--- config.mk ---
export PLATFORM = sky130hd
export DESIGN_NAME = fetch_unit
export DESIGN_NICKNAME = d
export VERILOG_FILES = /design/src/rtl/fetch_unit.sv
export SDC_FILE = /design/constraint.sdc
export NUM_CORES = 1
export LEC_CHECK = 0
export ABC_AREA = 1
export BUFFER_PORTS_ARGS = -buffer_cell sky130_fd_sc_hd__clkbuf_2
export CORE_MARGIN = 2
export CORE_UTILIZATION = 40
export CTS_BUF_LIST = sky130_fd_sc_hd__clkbuf_4
export DETAILED_ROUTE_END_ITERATION = 10
export GPL_TIMING_DRIVEN = 0
export PLACE_DENSITY = 0.65
export SLEW_MARGIN = 40
export SYNTH_ARGS = -nofsm -noshare
export SYNTH_HDL_FRONTEND = slang
export SYNTH_SLANG_ARGS = --single-unit
--- constraint.sdc ---
create_clock -name clock -period 2.21 [get_ports clock]
set_input_delay 0.3315 -clock clock [delete_from_list [all_inputs] [get_ports clock]]
set_output_delay 0.3315 -clock clock [all_outputs]
set_load 0.05 [all_outputs]
--- src/rtl/fetch_unit.sv ---
// Instruction-fetch stage: owns the PC, issues one outstanding imem request
// at a time, and holds one fetched instruction for decode with stall
// back-pressure. Execute redirects (jump/branch) flush the slot and any
// in-flight wrong-path fetch.
module fetch_unit #(
  parameter logic [31:0] RESET_PC = 32'h0000_0000
) (
  input  logic        clock,
  input  logic        reset,
  output logic        imem_req,
  output logic [31:0] imem_addr,
  input  logic        imem_ready,
  input  logic [31:0] imem_rdata,
  input  logic        stall,
  input  logic        do_branch,
  input  logic [31:0] branch_addr,
  input  logic        jump,
  input  logic [31:0] jump_addr,
  output logic [31:0] instruction,
  output logic [31:0] pc4,
  output logic        inst_valid
);

  localparam int unsigned XLEN = 32;

  localparam logic [0:0] S_IDLE = 1'b0;
  localparam logic [0:0] S_REQ  = 1'b1;

  // architectural / pipeline state
  logic [0:0]      r_state;
  logic [XLEN-1:0] r_pc;
  logic [XLEN-1:0] r_addr;
  logic [XLEN-1:0] r_inst;
  logic [XLEN-1:0] r_pc4;
  logic            r_valid;
  logic            r_kill;

  // next-state values
  logic [0:0]      w_state_nxt;
  logic [XLEN-1:0] w_pc_nxt;
  logic [XLEN-1:0] w_addr_nxt;
  logic [XLEN-1:0] w_inst_nxt;
  logic [XLEN-1:0] w_pc4_nxt;
  logic            w_valid_nxt;
  logic            w_kill_nxt;

  // derived control
  logic            w_redirect;
  logic [XLEN-1:0] w_raw_target;
  logic [XLEN-1:0] w_target;
  logic            w_slot_free;
  logic            w_consume;
  logic [XLEN-1:0] w_addr_plus4;

  // Redirect selection: jump has priority over a taken branch; targets are word aligned.
  always_comb begin
    w_redirect   = jump | do_branch;
    w_raw_target = jump ? jump_addr : branch_addr;
    w_target     = w_raw_target & ~XLEN'(3);
  end

  // Slot occupancy and sequential address arithmetic (wraps at 2^32).
  always_comb begin
    w_consume    = r_valid & ~stall;
    w_slot_free  = ~r_valid | ~stall;
    w_addr_plus4 = r_addr + XLEN'(4);
  end

  // Next-state logic for the fetch FSM and the output slot.
  always_comb begin
    w_state_nxt = r_state;
    w_pc_nxt    = r_pc;
    w_addr_nxt  = r_addr;
    w_inst_nxt  = r_inst;
    w_pc4_nxt   = r_pc4;
    w_valid_nxt = r_valid;
    w_kill_nxt  = r_kill;

    if (w_consume) begin
      w_valid_nxt = 1'b0;
    end

    case (r_state)
      S_IDLE: begin
        // A redirect this cycle holds us in IDLE so the next request uses the new PC.
        if (!w_redirect && w_slot_free) begin
          w_addr_nxt  = r_pc;
          w_state_nxt = S_REQ;
        end
      end
      S_REQ: begin
        if (imem_ready) begin
          // The slot is always empty here, so a capture never overwrites live data.
          if (!r_kill && !w_redirect) begin
            w_inst_nxt  = imem_rdata;
            w_pc4_nxt   = w_addr_plus4;
            w_valid_nxt = 1'b1;
            w_pc_nxt    = w_addr_plus4;
          end
          w_kill_nxt  = 1'b0;
          w_state_nxt = S_IDLE;
        end else if (w_redirect) begin
          // Wrong-path request still completes at the old address; drop its data.
          w_kill_nxt = 1'b1;
        end
      end
      default: begin
        w_state_nxt = S_IDLE;
      end
    endcase

    // Flush wins over stall, consume and capture.
    if (w_redirect) begin
      w_pc_nxt    = w_target;
      w_valid_nxt = 1'b0;
    end
  end

  // State register with asynchronous active-low reset.
  always_ff @(posedge clock or negedge reset) begin
    if (!reset) begin
      r_state <= S_IDLE;
      r_pc    <= RESET_PC;
      r_addr  <= '0;
      r_inst  <= '0;
      r_pc4   <= '0;
      r_valid <= 1'b0;
      r_kill  <= 1'b0;
    end else begin
      r_state <= w_state_nxt;
      r_pc    <= w_pc_nxt;
      r_addr  <= w_addr_nxt;
      r_inst  <= w_inst_nxt;
      r_pc4   <= w_pc4_nxt;
      r_valid <= w_valid_nxt;
      r_kill  <= w_kill_nxt;
    end
  end

  // Outputs are direct register decodes; imem_req drops as soon as reset is asserted.
  always_comb begin
    imem_req    = (r_state == S_REQ);
    imem_addr   = r_addr;
    instruction = r_inst;
    pc4         = r_pc4;
    inst_valid  = r_valid;
  end

endmodule

==> results of run 1 <==
[logic make-up (layout without fill, tap and decap cells)]
group                      count (synthesis)  in the layout
adders and majority gates                  1              1
buffers and inverters                     77            339
AOI/OAI and AO/OA                         92             92
other                                      0              1
xor gates and xnor gates                  16             16
muxes                                     11             11
DFF                                      131            131
and+or+nand+nor                          400            400
[layout by cell type (no fill, tap or decap), types with 10 or more instances in the layout]
master                            n
sky130_fd_sc_hd__dfrtp_1        131
sky130_fd_sc_hd__a21oi_1         35
sky130_fd_sc_hd__clkbuf_1        10
sky130_fd_sc_hd__dlygate4sd3_1   34
sky130_fd_sc_hd__buf_2           20
sky130_fd_sc_hd__clkbuf_4        17
sky130_fd_sc_hd__nor2_1          66
sky130_fd_sc_hd__inv_1           38
sky130_fd_sc_hd__xor2_1          11
sky130_fd_sc_hd__nand3_1         18
sky130_fd_sc_hd__nand2_1        291
sky130_fd_sc_hd__a221oi_1        18
sky130_fd_sc_hd__a22oi_1         10
sky130_fd_sc_hd__clkbuf_2       193
[critical path: stages (launching register included)]
cell,delay [ps]
sky130_fd_sc_hd__dfrtp_1,530
sky130_fd_sc_hd__ha_1,270
sky130_fd_sc_hd__nand2_1,90
sky130_fd_sc_hd__nor2_2,180
sky130_fd_sc_hd__nand2_4,120
sky130_fd_sc_hd__nor2_4,180
sky130_fd_sc_hd__nand2_1,130
sky130_fd_sc_hd__nor2_1,100
sky130_fd_sc_hd__nand2_1,50
sky130_fd_sc_hd__nand3_1,120
sky130_fd_sc_hd__nand2_1,70
[registers in the layout (all words and copies together), names as in the netlist]
signal,cells
r_kill,1
inst_valid,1
r_pc,32
instruction,32
pc4,32
imem_req,1
imem_addr,32
[cell usage after synthesis (2+ instances only)]
cell / count / area (µm²)
sky130_fd_sc_hd__nand2_1: 291 / 1090
sky130_fd_sc_hd__nor2_4: 7 / 78.8
sky130_fd_sc_hd__nor2_1: 66 / 248
sky130_fd_sc_hd__xnor2_1: 3 / 26.3
sky130_fd_sc_hd__o22ai_1: 2 / 12.5
sky130_fd_sc_hd__a22oi_1: 10 / 75.1
sky130_fd_sc_hd__buf_2: 20 / 100
sky130_fd_sc_hd__inv_2: 4 / 15.0
sky130_fd_sc_hd__nand3_1: 18 / 90.1
sky130_fd_sc_hd__xor2_2: 2 / 32.5
sky130_fd_sc_hd__nor2_8: 4 / 80.1
sky130_fd_sc_hd__clkbuf_1: 10 / 37.5
sky130_fd_sc_hd__nand2_2: 3 / 18.8
sky130_fd_sc_hd__xor2_1: 11 / 96.3
sky130_fd_sc_hd__mux2_2: 5 / 56.3
sky130_fd_sc_hd__mux2_1: 6 / 67.6
sky130_fd_sc_hd__o21ai_1: 8 / 40.0
sky130_fd_sc_hd__o211ai_1: 2 / 15.0
sky130_fd_sc_hd__buf_4: 3 / 22.5
sky130_fd_sc_hd__o21ai_0: 9 / 45.0
sky130_fd_sc_hd__inv_1: 38 / 143
sky130_fd_sc_hd__nand2_4: 2 / 22.5
sky130_fd_sc_hd__a31oi_1: 7 / 43.8
sky130_fd_sc_hd__dfrtp_1: 131 / 3280
sky130_fd_sc_hd__a21oi_1: 35 / 175
sky130_fd_sc_hd__nor2_2: 4 / 25.0
sky130_fd_sc_hd__a221oi_1: 18 / 158
[stage by stage]
stage,instances,total power [mW],setup WS [ps],setup TNS [ps]
after detailed placement,1112,7.91,248,0
after floorplan,728,6.72,243,0
after global placement,1110,7.85,-1400,-182160
after CTS,1178,9.57,247,0
after global routing,1179,10.0,56.6,0
final,1179,9.52,283,0
[power groups by stage]
stage	clock network [mW]	logic [mW]	registers, mW
after global placement	0	4.20	3.65
after floorplan	0	1.02	5.70
after global routing	1.76	4.57	3.71
after detailed placement	0	4.26	3.65
after CTS	1.65	4.30	3.62
final	1.61	4.29	3.62
[repair_timing]
action                    CTS  global route
hold endpoints to repair   99             0
buffers inserted            0             0
hold buffers               34             0
[layout make-up]
cell class	instances	area [µm²]	area share [%]
Multi-Input combinational cell	520	2560	31.8
Tap cell	188	235	2.92
Timing Repair Buffer	230	1380	17.1
Clock buffer	17	128	1.59
Antenna cell	1	2.50	0.0311
Inverter	43	164	2.04
Buffer	34	164	2.04
Clock inverter	15	143	1.77
Sequential cell	131	3280	40.7
[layer usage]
layer	vias to the layer above	wire length (µm)
li1	2827	-
met2	211	8840
met1	2730	8360
met5	-	0
met4	0	242
met3	13	1270
[how the worst min path moves through the flow]
stage | start | endpoint | slack (ps)
final | branch_addr[4] | r_pc[4] | 80
after CTS | branch_addr[4] | r_pc[4] | 30
after floorplan | reset | imem_addr[0] | 40
after global routing | stall | inst_valid | 50
after detailed placement | reset | pc4[11] | 370
after global placement | instruction[2] | instruction[2] | 460
==> reports/results.md, run 1 <==
| Metric | Value |
|:---|:---|
| Result of the run | completed |
| # resized after CTS | 0 |
| H-tree depth | 4 |
| Post-synth net total | 831 |
| Final-stage net count | 1,080 |
| Portion of netlist area occupied by mux cells | 2.01% |
| Count of buffers from port buffering | 194 |
| Power share of the sequential group | 38.1% |
| Worst hold-check path type | in -> reg |
| Number of antenna violations at the first check in global routing | 1 |
| Die X | 128 µm |
| Setup crit start | imem_addr[2] |
| Synthesized-area fraction occupied by and/or/nand/nor cells | 27.5% |
| Most common flop cell mapped by yosys | sky130_fd_sc_hd__dfrtp_1 |
| Clock sink count | 131 |
| Die Y | 128 µm |
| Core Area | 15,100 µm² |
| Worst ir drop on vdd | 0.813 mV |
| Cell area power density | 1180 nW/µm² |
| Total of flip-flops plus latches after synthesis | 131 |
| Combinational fraction of design power | 45.0% |
| Worst reg2reg path startpoint | imem_addr[2] |
| Worst slew pin tran | 617 ps |
| Switch share | 50.4% |
| Required time at the endpoint of the critical path | 2650 ps |
| Gr ovfl total | 0 |
| Area of all placed cells without fillers | 8050 µm² |
| Wire per inst | 15.9 µm |
| Vias post-DR | 5,781 |
| Number of synthesized flops with an enable pin | 0 |
| Count of pins on the block boundary | 200 |
| Die Outline Area | 16,400 µm² |
| Detailed-route vias per instance | 4.90 |
| Clock tree from TritonCTS | done |
| Count of final max-slew check failures | 0 |
| Clk slew on worst S/H paths | 110 ps |
| Power share of the clock group | 16.9% |
| Area share of fa/ha/maj cells after synthesis | 0.203% |
| WHS Path Cells | 3 |
| Number of buffers inserted during clock tree synthesis | 17 |
| Worst-skew pair later-pin latency | 550 ps |
| Number of nets with antenna violations after routing | 0 |
| Final-report hold violation count | 0 |
| Worst R2R Setup Slack | 280 ps |
| Max-cap check violation count | 0 |
| Global-route wire length before repair | 29,900 µm |
| Vias in the first global route | 5,626 |
| Number of endpoints failing setup at the final stage | 0 |
| Placed Area | 7440 µm² |
| Normalized max-slew margin | 58.9% |
| Placer Congestion | 0.862 |
| Pin count of the biggest net entering global routing | 67 |
| Synthesized area per cell | 8.47 µm² |
| Data arrival time at the worst-slack endpoint | 2370 ps |
| Setup repair after global routing missed its margin | false |
| Drt first pass iters | 5 |
| Final min period | 1930 ps |
| Destination of the worst register-to-register timing path | pc4[28] |
| Starting Density | 40.7% |
| Synthesized cell area | 6170 µm² |
| Number of distinct library cells after synthesis | 36 |
| Sequential fraction of the synthesis area | 53.2% |
| Number of cells on the worst reg-to-reg path | 10 |
| Leakage Power | 4.31 nW |
| Largest fanout on the critical path | 7 |
| Category of the critical setup timing path | reg -> reg |
| Main combinational cell family by area after synthesis | simple AND/OR/NAND/NOR gates |
| Drt drc | 0 |
| Synth-to-Final Area Change | 30.5% |
| GR Layer Usage met1 | 31.0% |
| Highest Clock Rate | 519 MHz |
| Final design utilization | 53.2% |
| Global-route track usage on met2 | 38.5% |
| Kind of capture point of the worst setup path | register |
| Number of rows in the core area | 45 |
| Number of standard cells after synthesis | 728 |
| Compound-Gate Fraction of Synth Area | 9.27% |
| Warnings, synthesis | 0 |
| Total half-perimeter wirelength after legalization and detailed placement | 13,600 µm |
| Max Clock Skew | 22.1 ps |
| Root buf cell | sky130_fd_sc_hd__clkbuf_4 |
| GRT busiest layer | met2 |
| Sort of element at the start of the critical path | register |
| Synth async-reset ratio | 100% |
| Detailed Route WL | 18,700 µm |
| Number of DRC markers after the initial detailed-route iteration | 332 |
| Met3 routing resource usage after global routing | 6.39% |
| Total Routing Usage GR | 23.8% |
| Share of the clock period used by the worst path after layout | 87.2% |
| Share of layout cells above drive strength 1 | 28.6% |
| Number of fillers in the final layout | 1,419 |
| Final-layout worst hold slack | 84.5 ps |
| Crit path to | pc4[28] |
| Internal Pwr Total | 4.72 mW |
| Switching pwr | 4.80 mW |
| Share of the synthesized netlist area taken by xor and xnor gates | 2.52% |
| Largest buffer count on any clock path | 2 |
(Power assumes the default switching activity.)
==> run 2: changes to the inputs <==
--- a/config.mk
+++ b/config.mk
@@ -9,2 +9,3 @@
 export BUFFER_PORTS_ARGS = -buffer_cell sky130_fd_sc_hd__clkbuf_2
+export CORE_ASPECT_RATIO = 0.9
 export CORE_MARGIN = 2
==> constraint.sdc (replaced) <==
create_clock -name clock -period 2.21 [get_ports clock]
set_input_delay 0.442 -clock clock [delete_from_list [all_inputs] [get_ports clock]]
set_output_delay 0.442 -clock clock [all_outputs]
set_load 0.05 [all_outputs]
==> run 2 against run 1 <==
Worst setup slack got worse by 51 ps. First-iteration DRC count down 5.7%. Clock skew decreased by 5.3 ps. Critical path depth unchanged. Sequential power about the same. Combinational power shrank 2%. Worst hold slack better by 11 ps. Clock power increased by 13%. Cell count decreased by 1.7%. Global-route usage down 0.71 points. Critical path type unchanged. Largest cell class unchanged.
==> reports/results.md, run 2 (same netlist as run 1, synthesis figures left out) <==
| Metric | Value |
|:---|:---|
| Number of endpoints failing setup at the final stage | 0 |
| Global-route wire length before repair | 28,700 µm |
| Worst path buffer plus inverter count | 0 |
| Number of nets with antenna violations after routing | 0 |
| Clk slew on worst S/H paths | 110 ps |
| Final-report hold violation count | 0 |
| Crit path max-delay cell type | sky130_fd_sc_hd__dfrtp_1 |
| Dominant cell type by count on the critical path | sky130_fd_sc_hd__nand2_1 |
| Count of final max-slew check failures | 0 |
| Worst-skew pair later-pin latency | 540 ps |
| Number of rows in the core area | 43 |
| Largest buffer count on any clock path | 2 |
| Share of layout cells above drive strength 1 | 29.5% |
| Data arrival time at the worst-slack endpoint | 2410 ps |
| Gr ovfl total | 0 |
| Placer Congestion | 0.856 |
| Highest Clock Rate | 506 MHz |
| Slowest stage delay, CP | 560 ps |
| Vias in the first global route | 5,489 |
| Normalized max-slew margin | 56.5% |
| Combinational fraction of design power | 43.7% |
| Worst ir drop on vdd | 0.869 mV |
| Total half-perimeter wirelength after legalization and detailed placement | 13,500 µm |
| # resized after CTS | 0 |
| Antenna diode instance count | 0 |
| Core Area | 15,200 µm² |
| Number of buffers added for setup after CTS | 0 |
| Drt first pass iters | 5 |
| Max-cap check violation count | 0 |
| Number of buffers inserted during clock tree synthesis | 17 |
| Power share of the sequential group | 37.5% |
| Share of the clock period used by the worst path after layout | 89.5% |
| Die Y | 122 µm |
| Kind of capture point of the worst setup path | register |
| Power share of the clock group | 18.9% |
| Die X | 135 µm |
| Cells along the critical path | ha_1, nand2_1, nor2_2, nand2_4, nor2_4, nand2_1, nor2_1, nand2_1, nand3_1, nand2_1 |
| H-tree depth | 4 |
| Clock tree from TritonCTS | done |
| Worst slew pin tran | 653 ps |
| Category of the critical setup timing path | reg -> reg |
| Number of fillers in the final layout | 1,515 |
| Die Outline Area | 16,400 µm² |
| Count of pins on the block boundary | 200 |
| Final min period | 1980 ps |
| Worst hold-check path type | in -> reg |
| Clock sink count | 131 |
| Sort of element at the start of the critical path | register |
| Setup repair after global routing missed its margin | false |
| Most common cell after layout, fill and taps aside | sky130_fd_sc_hd__nand2_1 |
| Starting Density | 40.5% |
| Vias post-DR | 5,620 |
| Switching pwr | 4.70 mW |
| Final-stage net count | 1,047 |
| Multi-input gate area | 2560 µm² |
| Drt drc | 0 |
| Switch share | 48.7% |
| Number of antenna violations at the first check in global routing | 0 |
| Count of hold buffers inserted by post-cts repair | 1 |
| Detailed Route WL | 18,000 µm |
| Root buf cell | sky130_fd_sc_hd__clkbuf_4 |
| Synth-to-Final Area Change | 26.1% |
| Leakage Power | 4.20 nW |
| Pin count of the biggest net entering global routing | 59 |
| Setup TNS | 0 ps |
| Largest fanout on the critical path | 7 |
| Cell area power density | 1240 nW/µm² |
| Detailed-route vias per instance | 4.85 |
| Max Clock Skew | 16.7 ps |
| Number of DRC markers after the initial detailed-route iteration | 313 |
| Required time at the endpoint of the critical path | 2640 ps |
| Internal Pwr Total | 4.95 mW |
| Final design utilization | 51.1% |
| CP top delay family | simple AND/OR/NAND/NOR gates |
| Total Routing Usage GR | 23.1% |
| Wire per inst | 15.5 µm |
| Reg area | 3280 µm² |
| Count of buffers from port buffering | 194 |
| Result of the run | completed |
| Commonest cells after routing, fill and taps aside | 291 x sky130_fd_sc_hd__nand2_1, 193 x sky130_fd_sc_hd__clkbuf_2, 131 x sky130_fd_sc_hd__dfrtp_1 |
[run 2: changes by cell type in the layout (fill, tap and decap cells not counted), sizes merged]
cell,before,now
clkinv,7,6
clkbuf,221,224
dlygate4sd3,34,1
bufinv,2,4
clkinvlp,6,2
diode,1,0
[run 2: cell type report]
class	count	share of cell area (%)
inverters	43	2.11
flip-flops and latches	131	42.1
plain buffers	34	2.11
clock inverters	12	2.09
repair buffers	197	13.4
well taps	202	3.25
clock buffers	20	1.93
multi-input cells	520	32.9
[run 2: stage by stage]
stage               instances  power [mW]  cell area (µm²)  worst slack, ps  hold WS, ps
floorplan                 728        6.72             6170              243          146
global placement         1124        7.84             7390            -1530          453
detailed placement       1126        7.89             7450              246          306
CTS                      1159        9.73             7780              246         50.2
global route             1159        10.2             7780             82.2         48.6
finish                   1159        9.65             7780              232         95.6
[run 2: tightest hold or removal path, delay by kind of cell]
family | cells | cell delay (ps)
buf+inv | 1 | 70
simple gates | 2 | 90
[run 2: final timing paths]
path / slack (ps) / start / end / cells after the start
max reg2reg: 230 / imem_addr[2] / pc4[28] / 10
max: 230 / imem_addr[2] / pc4[28] / 10
min reg2reg: 480 / instruction[5] / instruction[5] / 2
max in group asynchronous: 1060 / reset / instruction[8] / 4
min: 100 / imem_rdata[2] / instruction[2] / 3
min in group asynchronous: 310 / reset / pc4[18] / 2
[run 2: power groups by stage]
stage	logic [mW]	registers (mW)	clock network (mW)
floorplan	1.02	5.70	0
detailed placement	4.25	3.65	0
global placement	4.19	3.64	0
CTS	4.25	3.61	1.87
finish	4.21	3.62	1.82
global route	4.51	3.71	1.97
[run 2: routing by layer]
layer | share of wire [%] | routed length (µm) | vias to the layer above | global-route usage [%]
met4 | 2.3 | 415 | 0 | 7.76
li1 | - | - | 2767 | -
met5 | 0 | 0 | - | 0
met2 | 44 | 7900 | 210 | 34.9
met3 | 8.8 | 1580 | 26 | 7.49
met1 | 45 | 8060 | 2617 | 31.3
